File: src/rtl/sc_pwm_pkg.sv
// sc_pwm_pkg: shared state type and sizing helpers for the sc_pwm_driver H-bridge PWM block.
// Latency: none (declarations only).
// Backpressure: none.
package sc_pwm_pkg;

  // Driver states. BRAKE is only reachable when SC_PWM_BRAKE_EN is defined.
  typedef enum logic [1:0] {
    IDLE  = 2'd0,
    RUN   = 2'd1,
    DEAD  = 2'd2,
    BRAKE = 2'd3
  } pwm_state_e;

  // Board default: 50 MHz / 250 = 200 kHz PWM tick.
  localparam int unsigned PWM_PRESCALE_DIV_DEF = 250;

  // Period length in ticks for an n-bit duty counter.
  function automatic int unsigned pwm_max(input int unsigned n_duty);
    return (32'd1 << n_duty) - 32'd1;
  endfunction

  // Width needed to hold 0..n-1, never below one bit (covers n == 1).
  function automatic int unsigned cnt_width(input int unsigned n);
    return (n > 32'd1) ? $clog2(n) : 32'd1;
  endfunction

endpackage

File: src/rtl/sc_pwm_tick.sv
// sc_pwm_tick: clock-enable divider; tick_o is a one-clock strobe every DIV clocks while run_i is high.
// Latency: first tick DIV clocks after the clearing edge; tick_o is decoded from the count register.
// Backpressure: none; clr_i restarts the count at 0, run_i low holds it at 0.
//
// Ports:
//   clk_i   system clock (the only clock; tick_o is an enable, not a clock)
//   rst_ni  asynchronous active-low reset
//   run_i   count enable (driver outside IDLE)
//   clr_i   restart count at 0 on the next edge (state entry)
//   tick_o  one-clock pulse when the count sits at DIV-1
module sc_pwm_tick
  import sc_pwm_pkg::*;
#(
  parameter int unsigned DIV = PWM_PRESCALE_DIV_DEF
) (
  input  logic clk_i,
  input  logic rst_ni,
  input  logic run_i,
  input  logic clr_i,
  output logic tick_o
);

  localparam int unsigned PRE_W = cnt_width(DIV);
  localparam logic [PRE_W-1:0] PRE_LAST = PRE_W'(DIV - 32'd1);

  logic [PRE_W-1:0] pre_q;
  logic [PRE_W-1:0] pre_d;

  always_comb begin
    pre_d = pre_q;
    if (clr_i || !run_i) begin
      pre_d = '0;
    end else if (pre_q == PRE_LAST) begin
      pre_d = '0;
    end else begin
      pre_d = pre_q + 1'b1;
    end
  end

  always_ff @(posedge clk_i or negedge rst_ni) begin
    if (!rst_ni) begin
      pre_q <= '0;
    end else begin
      pre_q <= pre_d;
    end
  end

  // Not gated by clr_i: the FSM uses tick to decide state entry, and clr_i
  // is derived from that decision.
  assign tick_o = run_i && (pre_q == PRE_LAST);

endmodule

File: src/rtl/sc_pwm_driver.sv
// sc_pwm_driver: one H-bridge channel; binary period counter PWM with shadow-loaded duty/dir and dead-time on reversal.
// Latency: outputs are registered and change on the clock edge that consumes a tick (one clock after the tick strobe).
// Backpressure: none; LOAD may be held low any number of clocks, the last captured value applies at the next boundary.
//
// Optional feature macro: SC_PWM_BRAKE_EN (adds SC_PWM_BRAKE_InLow and the BRAKE state).
//
// Ports:
//   SC_PWM_CLOCK_50       system clock, 50 MHz
//   SC_PWM_RESET_InLow    asynchronous active-low reset
//   SC_PWM_ENABLE_InLow   0 = run, 1 = idle (forces IDLE on the next clock)
//   SC_PWM_LOAD_InLow     0 = capture duty/dir into the pending registers
//   SC_PWM_DUTY_InBus     requested high time in ticks, 0..MAX
//   SC_PWM_DIR_In         0 = forward (OUT_A), 1 = reverse (OUT_B)
//   SC_PWM_BRAKE_InLow    (SC_PWM_BRAKE_EN only) 0 = short-brake request
//   SC_PWM_OUT_A/B        registered bridge inputs
//   SC_PWM_PERIOD_OutLow  one-clock low pulse at each period wrap in RUN
//   SC_PWM_BUSY_Out       high in DEAD (and BRAKE)
module sc_pwm_driver
  import sc_pwm_pkg::*;
#(
  parameter int unsigned N_DUTY         = 8,
  parameter int unsigned PREESCALE_DIV  = PWM_PRESCALE_DIV_DEF,
  parameter int unsigned DEADTIME_TICKS = 16
) (
  input  logic              SC_PWM_CLOCK_50,
  input  logic              SC_PWM_RESET_InLow,
  input  logic              SC_PWM_ENABLE_InLow,
  input  logic              SC_PWM_LOAD_InLow,
  input  logic [N_DUTY-1:0] SC_PWM_DUTY_InBus,
  input  logic              SC_PWM_DIR_In,
`ifdef SC_PWM_BRAKE_EN
  input  logic              SC_PWM_BRAKE_InLow,
`endif
  output logic              SC_PWM_OUT_A,
  output logic              SC_PWM_OUT_B,
  output logic              SC_PWM_PERIOD_OutLow,
  output logic              SC_PWM_BUSY_Out
);

  localparam logic [N_DUTY-1:0] CNT_LAST = N_DUTY'(pwm_max(N_DUTY) - 32'd1);
  localparam int unsigned       DT_W     = cnt_width(DEADTIME_TICKS);
  localparam logic [DT_W-1:0]   DT_LAST  = DT_W'(DEADTIME_TICKS - 32'd1);

  pwm_state_e        state_q, state_d;
  logic [N_DUTY-1:0] cnt_q, cnt_d;
  logic [N_DUTY-1:0] duty_q, duty_d;
  logic              dir_q, dir_d;
  logic [N_DUTY-1:0] pend_duty_q, pend_duty_d;
  logic              pend_dir_q, pend_dir_d;
  logic [DT_W-1:0]   dcnt_q, dcnt_d;
  logic              out_a_q, out_a_d;
  logic              out_b_q, out_b_d;
  logic              period_n_q, period_n_d;
  logic              busy_q, busy_d;
  logic              wrap;
  logic              pwm;
  logic              tick;
  logic              pre_run;
  logic              pre_clr;

`ifdef SC_PWM_BRAKE_EN
  logic brake_req;
  logic brk_on_q, brk_on_d;   // short-brake phase reached (both outputs high)
  assign brake_req = !SC_PWM_BRAKE_InLow;
`endif

  // Prescaler restarts on every state change so each state's first tick
  // lands exactly DIV clocks after entry.
  assign pre_run = (state_q != IDLE);
  assign pre_clr = (state_d != state_q);

  sc_pwm_tick #(
    .DIV (PREESCALE_DIV)
  ) u_tick (
    .clk_i  (SC_PWM_CLOCK_50),
    .rst_ni (SC_PWM_RESET_InLow),
    .run_i  (pre_run),
    .clr_i  (pre_clr),
    .tick_o (tick)
  );

  always_comb begin
    state_d     = state_q;
    cnt_d       = cnt_q;
    duty_d      = duty_q;
    dir_d       = dir_q;
    dcnt_d      = dcnt_q;
    pend_duty_d = pend_duty_q;
    pend_dir_d  = pend_dir_q;
    wrap        = 1'b0;
`ifdef SC_PWM_BRAKE_EN
    brk_on_d    = brk_on_q;
`endif

    if (!SC_PWM_LOAD_InLow) begin
      pend_duty_d = SC_PWM_DUTY_InBus;
      pend_dir_d  = SC_PWM_DIR_In;
    end

    // Transitions below read pend_*_q: a LOAD on the same edge is applied
    // at the following boundary, never at this one.
    if (SC_PWM_ENABLE_InLow) begin
      state_d = IDLE;
      cnt_d   = '0;
      dcnt_d  = '0;
`ifdef SC_PWM_BRAKE_EN
      brk_on_d = 1'b0;
`endif
    end else begin
      case (state_q)
        IDLE: begin
          state_d = RUN;
          cnt_d   = '0;
          duty_d  = pend_duty_q;
          dir_d   = pend_dir_q;
        end
        RUN: begin
`ifdef SC_PWM_BRAKE_EN
          if (brake_req) begin
            state_d  = BRAKE;
            dcnt_d   = '0;
            brk_on_d = 1'b0;
          end else
`endif
          if (tick) begin
            if (cnt_q == CNT_LAST) begin
              if (pend_dir_q != dir_q) begin
                state_d = DEAD;
                dcnt_d  = '0;
              end else begin
                cnt_d  = '0;
                duty_d = pend_duty_q;
                wrap   = 1'b1;
              end
            end else begin
              cnt_d = cnt_q + 1'b1;
            end
          end
        end
        DEAD: begin
`ifdef SC_PWM_BRAKE_EN
          if (brake_req) begin
            state_d  = BRAKE;
            dcnt_d   = '0;
            brk_on_d = 1'b0;
          end else
`endif
          if (tick) begin
            if (dcnt_q == DT_LAST) begin
              state_d = RUN;
              cnt_d   = '0;
              dcnt_d  = '0;
              duty_d  = pend_duty_q;
              dir_d   = pend_dir_q;
            end else begin
              dcnt_d = dcnt_q + 1'b1;
            end
          end
        end
        BRAKE: begin
`ifdef SC_PWM_BRAKE_EN
          if (!brake_req) begin
            // Release goes through a full dead-time before driving again.
            state_d  = DEAD;
            dcnt_d   = '0;
            brk_on_d = 1'b0;
          end else if (tick && !brk_on_q) begin
            if (dcnt_q == DT_LAST) begin
              brk_on_d = 1'b1;
              dcnt_d   = '0;
            end else begin
              dcnt_d = dcnt_q + 1'b1;
            end
          end
`else
          state_d = IDLE;
`endif
        end
        default: state_d = IDLE;
      endcase
    end

    // Outputs are computed from next-state values so the registered pins
    // move on the same edge as the counter.
    pwm     = (cnt_d < duty_d);
    out_a_d = (state_d == RUN) && pwm && !dir_d;
    out_b_d = (state_d == RUN) && pwm && dir_d;
`ifdef SC_PWM_BRAKE_EN
    if ((state_d == BRAKE) && brk_on_d) begin
      out_a_d = 1'b1;
      out_b_d = 1'b1;
    end
`endif
    busy_d     = (state_d == DEAD) || (state_d == BRAKE);
    period_n_d = !wrap;
  end

  always_ff @(posedge SC_PWM_CLOCK_50 or negedge SC_PWM_RESET_InLow) begin
    if (!SC_PWM_RESET_InLow) begin
      state_q     <= IDLE;
      cnt_q       <= '0;
      duty_q      <= '0;
      dir_q       <= 1'b0;
      pend_duty_q <= '0;
      pend_dir_q  <= 1'b0;
      dcnt_q      <= '0;
      out_a_q     <= 1'b0;
      out_b_q     <= 1'b0;
      period_n_q  <= 1'b1;
      busy_q      <= 1'b0;
`ifdef SC_PWM_BRAKE_EN
      brk_on_q    <= 1'b0;
`endif
    end else begin
      state_q     <= state_d;
      cnt_q       <= cnt_d;
      duty_q      <= duty_d;
      dir_q       <= dir_d;
      pend_duty_q <= pend_duty_d;
      pend_dir_q  <= pend_dir_d;
      dcnt_q      <= dcnt_d;
      out_a_q     <= out_a_d;
      out_b_q     <= out_b_d;
      period_n_q  <= period_n_d;
      busy_q      <= busy_d;
`ifdef SC_PWM_BRAKE_EN
      brk_on_q    <= brk_on_d;
`endif
    end
  end

  assign SC_PWM_OUT_A         = out_a_q;
  assign SC_PWM_OUT_B         = out_b_q;
  assign SC_PWM_PERIOD_OutLow = period_n_q;
  assign SC_PWM_BUSY_Out      = busy_q;

endmodule

File: config.mk
export PLATFORM = sky130hd
export DESIGN_NAME = sc_pwm_driver
export DESIGN_NICKNAME = d
export VERILOG_FILES = /design/src/rtl/sc_pwm_pkg.sv /design/src/rtl/sc_pwm_tick.sv /design/src/rtl/sc_pwm_driver.sv
export SDC_FILE = /design/constraint.sdc
export NUM_CORES = 1
export LEC_CHECK = 0
export ABC_AREA = 1
export CAP_MARGIN = 20
export CORE_UTILIZATION = 50
export CTS_CLUSTER_DIAMETER = 120
export DETAILED_ROUTE_END_ITERATION = 10
export GPL_TIMING_DRIVEN = 0
export PLACE_DENSITY_LB_ADDON = 0.2
export SETUP_SLACK_MARGIN = 0.02
export SLEW_MARGIN = 30
export SYNTH_ARGS = -nofsm -noshare
export SYNTH_HDL_FRONTEND = slang
export SYNTH_HIERARCHICAL = 1
export SYNTH_SLANG_ARGS = --single-unit
File: constraint.sdc
create_clock -name SC_PWM_CLOCK_50 -period 3.2 [get_ports SC_PWM_CLOCK_50]
set_input_delay 0.48 -clock SC_PWM_CLOCK_50 [delete_from_list [all_inputs] [get_ports SC_PWM_CLOCK_50]]
set_output_delay 0.48 -clock SC_PWM_CLOCK_50 [all_outputs]
set_load 0.01 [all_outputs]
======== Word level (Yosys, flattened, before mapping) ========
Cells that the tools add are included.
operators by class
  reduce and logical (&&, ||, !) cells .... 13
  add/subtract/negate cells ............... 3
  $lt $le $gt $ge ......................... 1
  muxes and demuxes ....................... 39
  eq/ne operators ......................... 15
operator list
  operator             number
  $mux 8               14
  $pmux 8 s3           2
  $mux 4               6
  $add 8x1->8 const B  2
  $eq 8x8->1 const B   2
  $mux 2               6
  $ne 3x3->1 const B   4
  $eq 2x2->1 const B   4
  $lt 8x8->1           1
  $mux 1               8
  $pmux 2 s4           1
  $pmux 4 s2           1
  $reduce_and 5->1     1
  $add 4x1->4 const B  1
  $eq 2x1->1 const B   2
  $eq 4x4->1 const B   1
  $logic_and 1x1->1    4
  $logic_not 1->1      3
  $reduce_bool 3->1    1
  $logic_not 2->1      1
  $logic_or 1x1->1     2
  $ne 2x2->1           1
  $pmux 1 s2           1
  $reduce_bool 2->1    1
  $ne 1x1->1           1
storage, ports and cells
  bits of input ports ..................... 13
  bits in registers ....................... 44
  logic and storage cells ................. 83

======== Depth between registers and ports, before layout ========
  depth in word-level cells ............... 9
  gate-level depth with buffers ........... 23
  mapped depth without buffers ............ 23

======== Cells and area by module ========
Netlist, hierarchy kept.
by module, submodules not included
  module         area an instance (um^2)  times used  seq. area each (um^2)  cells an instance
  sc_pwm_driver  2,024.4                  1           902.1                  249
  sc_pwm_tick    416.6                    1           200.2                  49

======== Worst setup path after synthesis ========
OpenSTA, ideal clock, no wires.
  path kind ............................... register -> register
  start point ............................. register u_tick.pre_q[1]
  end point ............................... register out_b_q, in the netlist SC_PWM_OUT_B
  clock period less this slack ............ 2.714 ns
  data arrival time ....................... 2.642 ns
  slack ................................... 0.486 ns
  cell stages (with the launch flop) ...... 22
  setup time .............................. 0.072 ns
  path through ............................ dfrtp_1 inv_1 ha_1 nand2_1 nor2_1 nand2_4 nor2_1 inv_2 nor2_2 inv_1 nand2_1 nand2_1 nand2_1 nand3_1 o21ai_0 inv_1 ha_1 a21oi_1 o21ai_0 a21oi_1 nand2_1 nor2_1
between the ends
  cells in the longest elaborated chain, start to end .. 8
ends and longest elaborated chain
  what                               RTL line                                    text
  start, declared                    sc_pwm_tick.sv:26                           logic [PRE_W-1:0] pre_q;
  start signal, assigned             sc_pwm_tick.sv:44                           pre_q <= pre_d;
  $eq 8x8->1 *                       sc_pwm_tick.sv:50                           assign tick_o = run_i && (pre_q == PRE_LAST);
  $logic_and 1x1->1 *                sc_pwm_tick.sv:50
  named net tick                     sc_pwm_driver.sv:57                         logic tick;
  $mux 8 (on tied branches)          sc_pwm_driver.sv:148, sc_pwm_driver.sv:125
  $pmux 8 s3 *                       sc_pwm_driver.sv:110                        case (state_q)
  $mux 8 *                           sc_pwm_driver.sv:102                        if (SC_PWM_ENABLE_InLow) begin
  named net duty_d[7]                sc_pwm_driver.sv:46                         logic [N_DUTY-1:0] duty_q, duty_d;
  $lt 8x8->1 *                       sc_pwm_driver.sv:185                        pwm = (cnt_d < duty_d);
  $logic_and 1x1->1 * (2 in series)  sc_pwm_driver.sv:187                        out_b_d = (state_d == RUN) && pwm && dir_d;
  named net out_b_d                  sc_pwm_driver.sv:52                         logic out_b_q, out_b_d;
  end signal, assigned               sc_pwm_driver.sv:223                        out_b_q <= out_b_d;
  end, declared                      sc_pwm_driver.sv:52
Mark *: on every way through the listed nets, which the timed path passes. The rest lies on a longest branch.
A chain may end at the register's enable or synchronous reset.

======== Worst setup path in the final report ========
  start point ............................. register u_tick.pre_q[1]
  end point ............................... register out_a_q, in the netlist SC_PWM_OUT_A
between the ends
  cells in the longest elaborated chain, start to end .. 8
ends and longest elaborated chain
  what                               RTL line                                    text
  $eq 8x8->1 *                       sc_pwm_tick.sv:50
  $logic_and 1x1->1 *                sc_pwm_tick.sv:50
  named net tick                     sc_pwm_driver.sv:57
  $mux 8 (on tied branches)          sc_pwm_driver.sv:148, sc_pwm_driver.sv:125
  $pmux 8 s3 *                       sc_pwm_driver.sv:110
  $mux 8 *                           sc_pwm_driver.sv:102
  named net cnt_d[6]                 sc_pwm_driver.sv:45                         logic [N_DUTY-1:0] cnt_q, cnt_d;
  $lt 8x8->1 *                       sc_pwm_driver.sv:185
  $logic_and 1x1->1 * (2 in series)  sc_pwm_driver.sv:186                        out_a_d = (state_d == RUN) && pwm && !dir_d;
  named net out_a_d                  sc_pwm_driver.sv:51                         logic out_a_q, out_a_d;
  end signal, assigned               sc_pwm_driver.sv:222                        out_a_q <= out_a_d;
  end, declared                      sc_pwm_driver.sv:51
Marks and branches as above.

==> qor.csv <==
stage;metric;value;unit
run_status;status;finished, final reports clean;
clock_network;cts_tree;done;
routing;detail_route.vias_per_cell;5.10;
sta;worstMarginPinSlew;0.543;ns
synthesis;average_size_of_a_mapped_cell;8.19;sq um
cells_and_area;fin_util;60.1;%
synthesis;synth-warning-count;6;
cells_and_area;syn2layout_area_growth;16.2;%
routing;routed-via-count;1984;
cells_and_area;drive_gt1_share;11.5;%
synthesis;ys_seq_area_share;45.2;%
routing;detailed_routing_iteration_count_for_the_pre_antenna_repair_pass;5;
flow_run;maxCapViolations;0;
critical_path;worst-endpoint-required;3.43;ns
synthesis;netlist-cell-type-count;30;
cells_and_area;area_of_all_placed_cells_without_fillers;2840;sq um
sta;final_setup_violations;0;
floorplanning;initial_utilization;51.7;%
grt;grt.overflow.total;0;
critical_path;criticalPathCategory;reg -> reg;
sta;final_min_period_over_clock_period;91.0;%
grt;gr-usage-all-layers;20.5;%
clock_network;postCtsHoldBufs;0;
sta;drv_slew;0;
placed_design;numPortBuffers;16;
sta;relSlewSlack;63.8;%
pwr;power_density_normalized_to_cell_area;445;nW/um^2
sta;final.setup.worst_slack;0.287;ns
critical_path;worstPathMaxFanout;10;
placed_design;detailedPlace.worstSlack;-0.0655;ns
placed_design;dpl.hpwl;3.51;mm
pwr;total_leakage_power;0.00134;uW
floorplanning;number_of_standard_cell_rows_in_the_floorplan;25;
clock_network;cts_buffer_depth;2;
synthesis;synthesis.nets;323;
sta;final.min_clock_period;2.91;ns
synthesis;synth-edff-count;0;
clock_network;clock_insertion_delay_worst_skew;0.30;ns
floorplanning;ports_placed_on_the_boundary;17;
sta;setup-tns-final;0;ns
sta;rsz_0062_raised_after_global_routing;false;
sta;max_freq;343;MHz
clock_network;clock-root-buffer;clkbuf_8;
placed_design;finalWeightedCongestion;0.940;
critical_path;start_kind;flip-flop;
pwr;p_total;1260;uW
cells_and_area;num-nets-final;347;
grt;first_global_vias;1873;
worst_hold_path;hold_path_class;in -> async;
synthesis;yosys.area.top_type;dfrtp_1;
routing;post_drt_wl_per_cell;12.2;um
clock_network;cts.sinks;44;
grt;grt_antenna_before_repair;0;
synthesis;synth_top_cells_by_count;nand2_1 (49), inv_1 (48), dfrtp_1 (43);
floorplanning;die-width;71.9;um
critical_path;crit_arrival;3.15;ns
synthesis;synth_flop_cell;dfrtp_1;
synthesis;synth_area_leaders;dfrtp_1 (44%), nand2_1 (7.5%), inv_1 (7.4%);
clock_network;clk_transition_reported_paths;0.08;ns
cells_and_area;antenna_cells_inserted;0;
routing;detail-route-antenna-nets;0;
synthesis;synth-seq-cells;44;
grt;pin_count_of_the_biggest_net_entering_global_routing;45;
sta;final.setup_skew;0.00388;ns
synthesis;netlist_instances;298;
placed_design;dpl_cell_area;2680;sq um
synthesis;synth.top_cell.area_share;44.1;%
pwr;vdd_drop_max;281;uV
routing;drc;0;
floorplanning;die_area;5170;sq um
critical_path;worstSetupEndpointType;flip-flop;
floorplanning;core;4720;sq um
grt;grt_first_pass_wirelength;8.04;mm
clock_network;tritoncts.num_buffers;5;
routing;drt-initial-drc-count;65;
floorplanning;die_y;71.9;um
sta;hold_violations;0;
synthesis;synth.most_common_cell;nand2_1;
clock_network;cts-htree-levels;2;
synthesis;asyncSetResetFlopFracSynth;100;%
routing;wirelength;4.73;mm
synthesis;syn-cell-area;2440;sq um
==> registers in the layout (all words and copies together) (netlist names) <==
name	flops
SC_PWM_OUT_B	1
pend_duty_q	8
dir_q	1
u_tick/pre_q	8
SC_PWM_OUT_A	1
dcnt_q	4
cnt_q	8
state_q	2
pend_dir_q	1
SC_PWM_BUSY_Out	1
SC_PWM_PERIOD_OutLow	1
duty_q	8
==> where the power goes <==
| group | internal (uW) | switching (uW) |
|---|---|---|
| Combinational | 64.9 | 96.9 |
| Clock | 307 | 183 |
| Sequential | 594 | 17.8 |
| Total | 966 | 298 |
==> worst paths after layout <==
check                         cells after the start  slack, ns                from        endpoint
setup / recovery                                 18       0.29     u_tick/pre_q[1]    SC_PWM_OUT_A
hold / removal                                    1       0.16  SC_PWM_RESET_InLow       dcnt_q[1]
setup reg to reg                                 18       0.29     u_tick/pre_q[1]    SC_PWM_OUT_A
hold reg to reg                                   1       0.51      pend_duty_q[5]  pend_duty_q[5]
max in group asynchronous                         1       2.67  SC_PWM_RESET_InLow        cnt_q[3]
min in group SC_PWM_CLOCK_50                      1       0.51      pend_duty_q[5]  pend_duty_q[5]
==> through the flow <==
step	std cells	hold WS (ns)
2_1_floorplan	298	0.184
3_3_place_gp	381	0.490
3_5_place_dp	381	0.496
4_1_cts	388	0.186
5_1_grt	389	0.206
6_report	389	0.156
==> cell families (layout without fill, tap and decap cells) <==
kind of cell / after synthesis / after routing / synth area share [%]
and+or+nand+nor: 130 / 130 / 24.7
xor gates and xnor gates: 3 / 3 / 1.08
AOI/OAI and AO/OA: 48 / 48 / 11.4
adders and majority gates: 12 / 12 / 6.15
DFF: 44 / 44 / 45.2
buffers and inverters: 54 / 78 / 8.35
muxes: 7 / 7 / 3.23
==> repair_timing <==
| action | 4_1_cts | 5_1_grt |
|---|---|---|
| setup endpoints to repair | 2 | 2 |
| pin swaps | 0 | 2 |
| setup buffers | 0 | 1 |
| gates resized for setup | 1 | 6 |
==> area by class of cell <==
class / instances / area, sq um
Fill cell: 447 / 1890
Multi-Input combinational cell: 200 / 1150
Sequential cell: 44 / 1100
Inverter: 50 / 188
Timing Repair Buffer: 17 / 165
Tap cell: 67 / 83.8
Clock buffer: 5 / 68.8
Clock inverter: 2 / 60.1
Buffer: 4 / 17.5
==> routing by layer <==
layer	vias up	share of wire (%)	GRT usage (%)
met5	-	0	0
met4	0	1.7	6.54
met3	7	3.8	5.49
met2	23	50	35.6
met1	939	45	24.7
li1	1015	-	-
==> worst max-delay path, stage by stage (launching register included) <==
cell and delay, ns:
dfrtp_1 0.41, inv_1 0.07, ha_1 0.13, nand2_1 0.05, nor2_1 0.15, nand2_4 0.09, nor2_4 0.13, buf_4 0.14
clkbuf_2 0.21, nand3_1 0.13, inv_1 0.08, a21oi_1 0.05, a311oi_1 0.35, ha_1 0.31, nand2_1 0.07, o21ai_0 0.12
a21oi_1 0.14, nand2_1 0.10, nor2_1 0.09
==> placed cells by master (no fill, tap or decap), drive strengths merged <==
master / n
o221ai: 1
clkbuf: 8
o211ai: 6
nand3b: 1
a41oi: 1
a311oi: 2
o21bai: 1
nor2: 43
ha: 12
buf: 3
xnor2: 1
a221oi: 1
dfstp: 1
nand4: 3
bufinv: 2
o22ai: 1
dfrtp: 43
o21ai: 15
xor2: 2
clkdlybuf4s50: 15
inv: 50
mux2: 7
nand2: 55
nor3: 2
nand3: 26
a21oi: 20
Power figures use the tool's default switching activity.
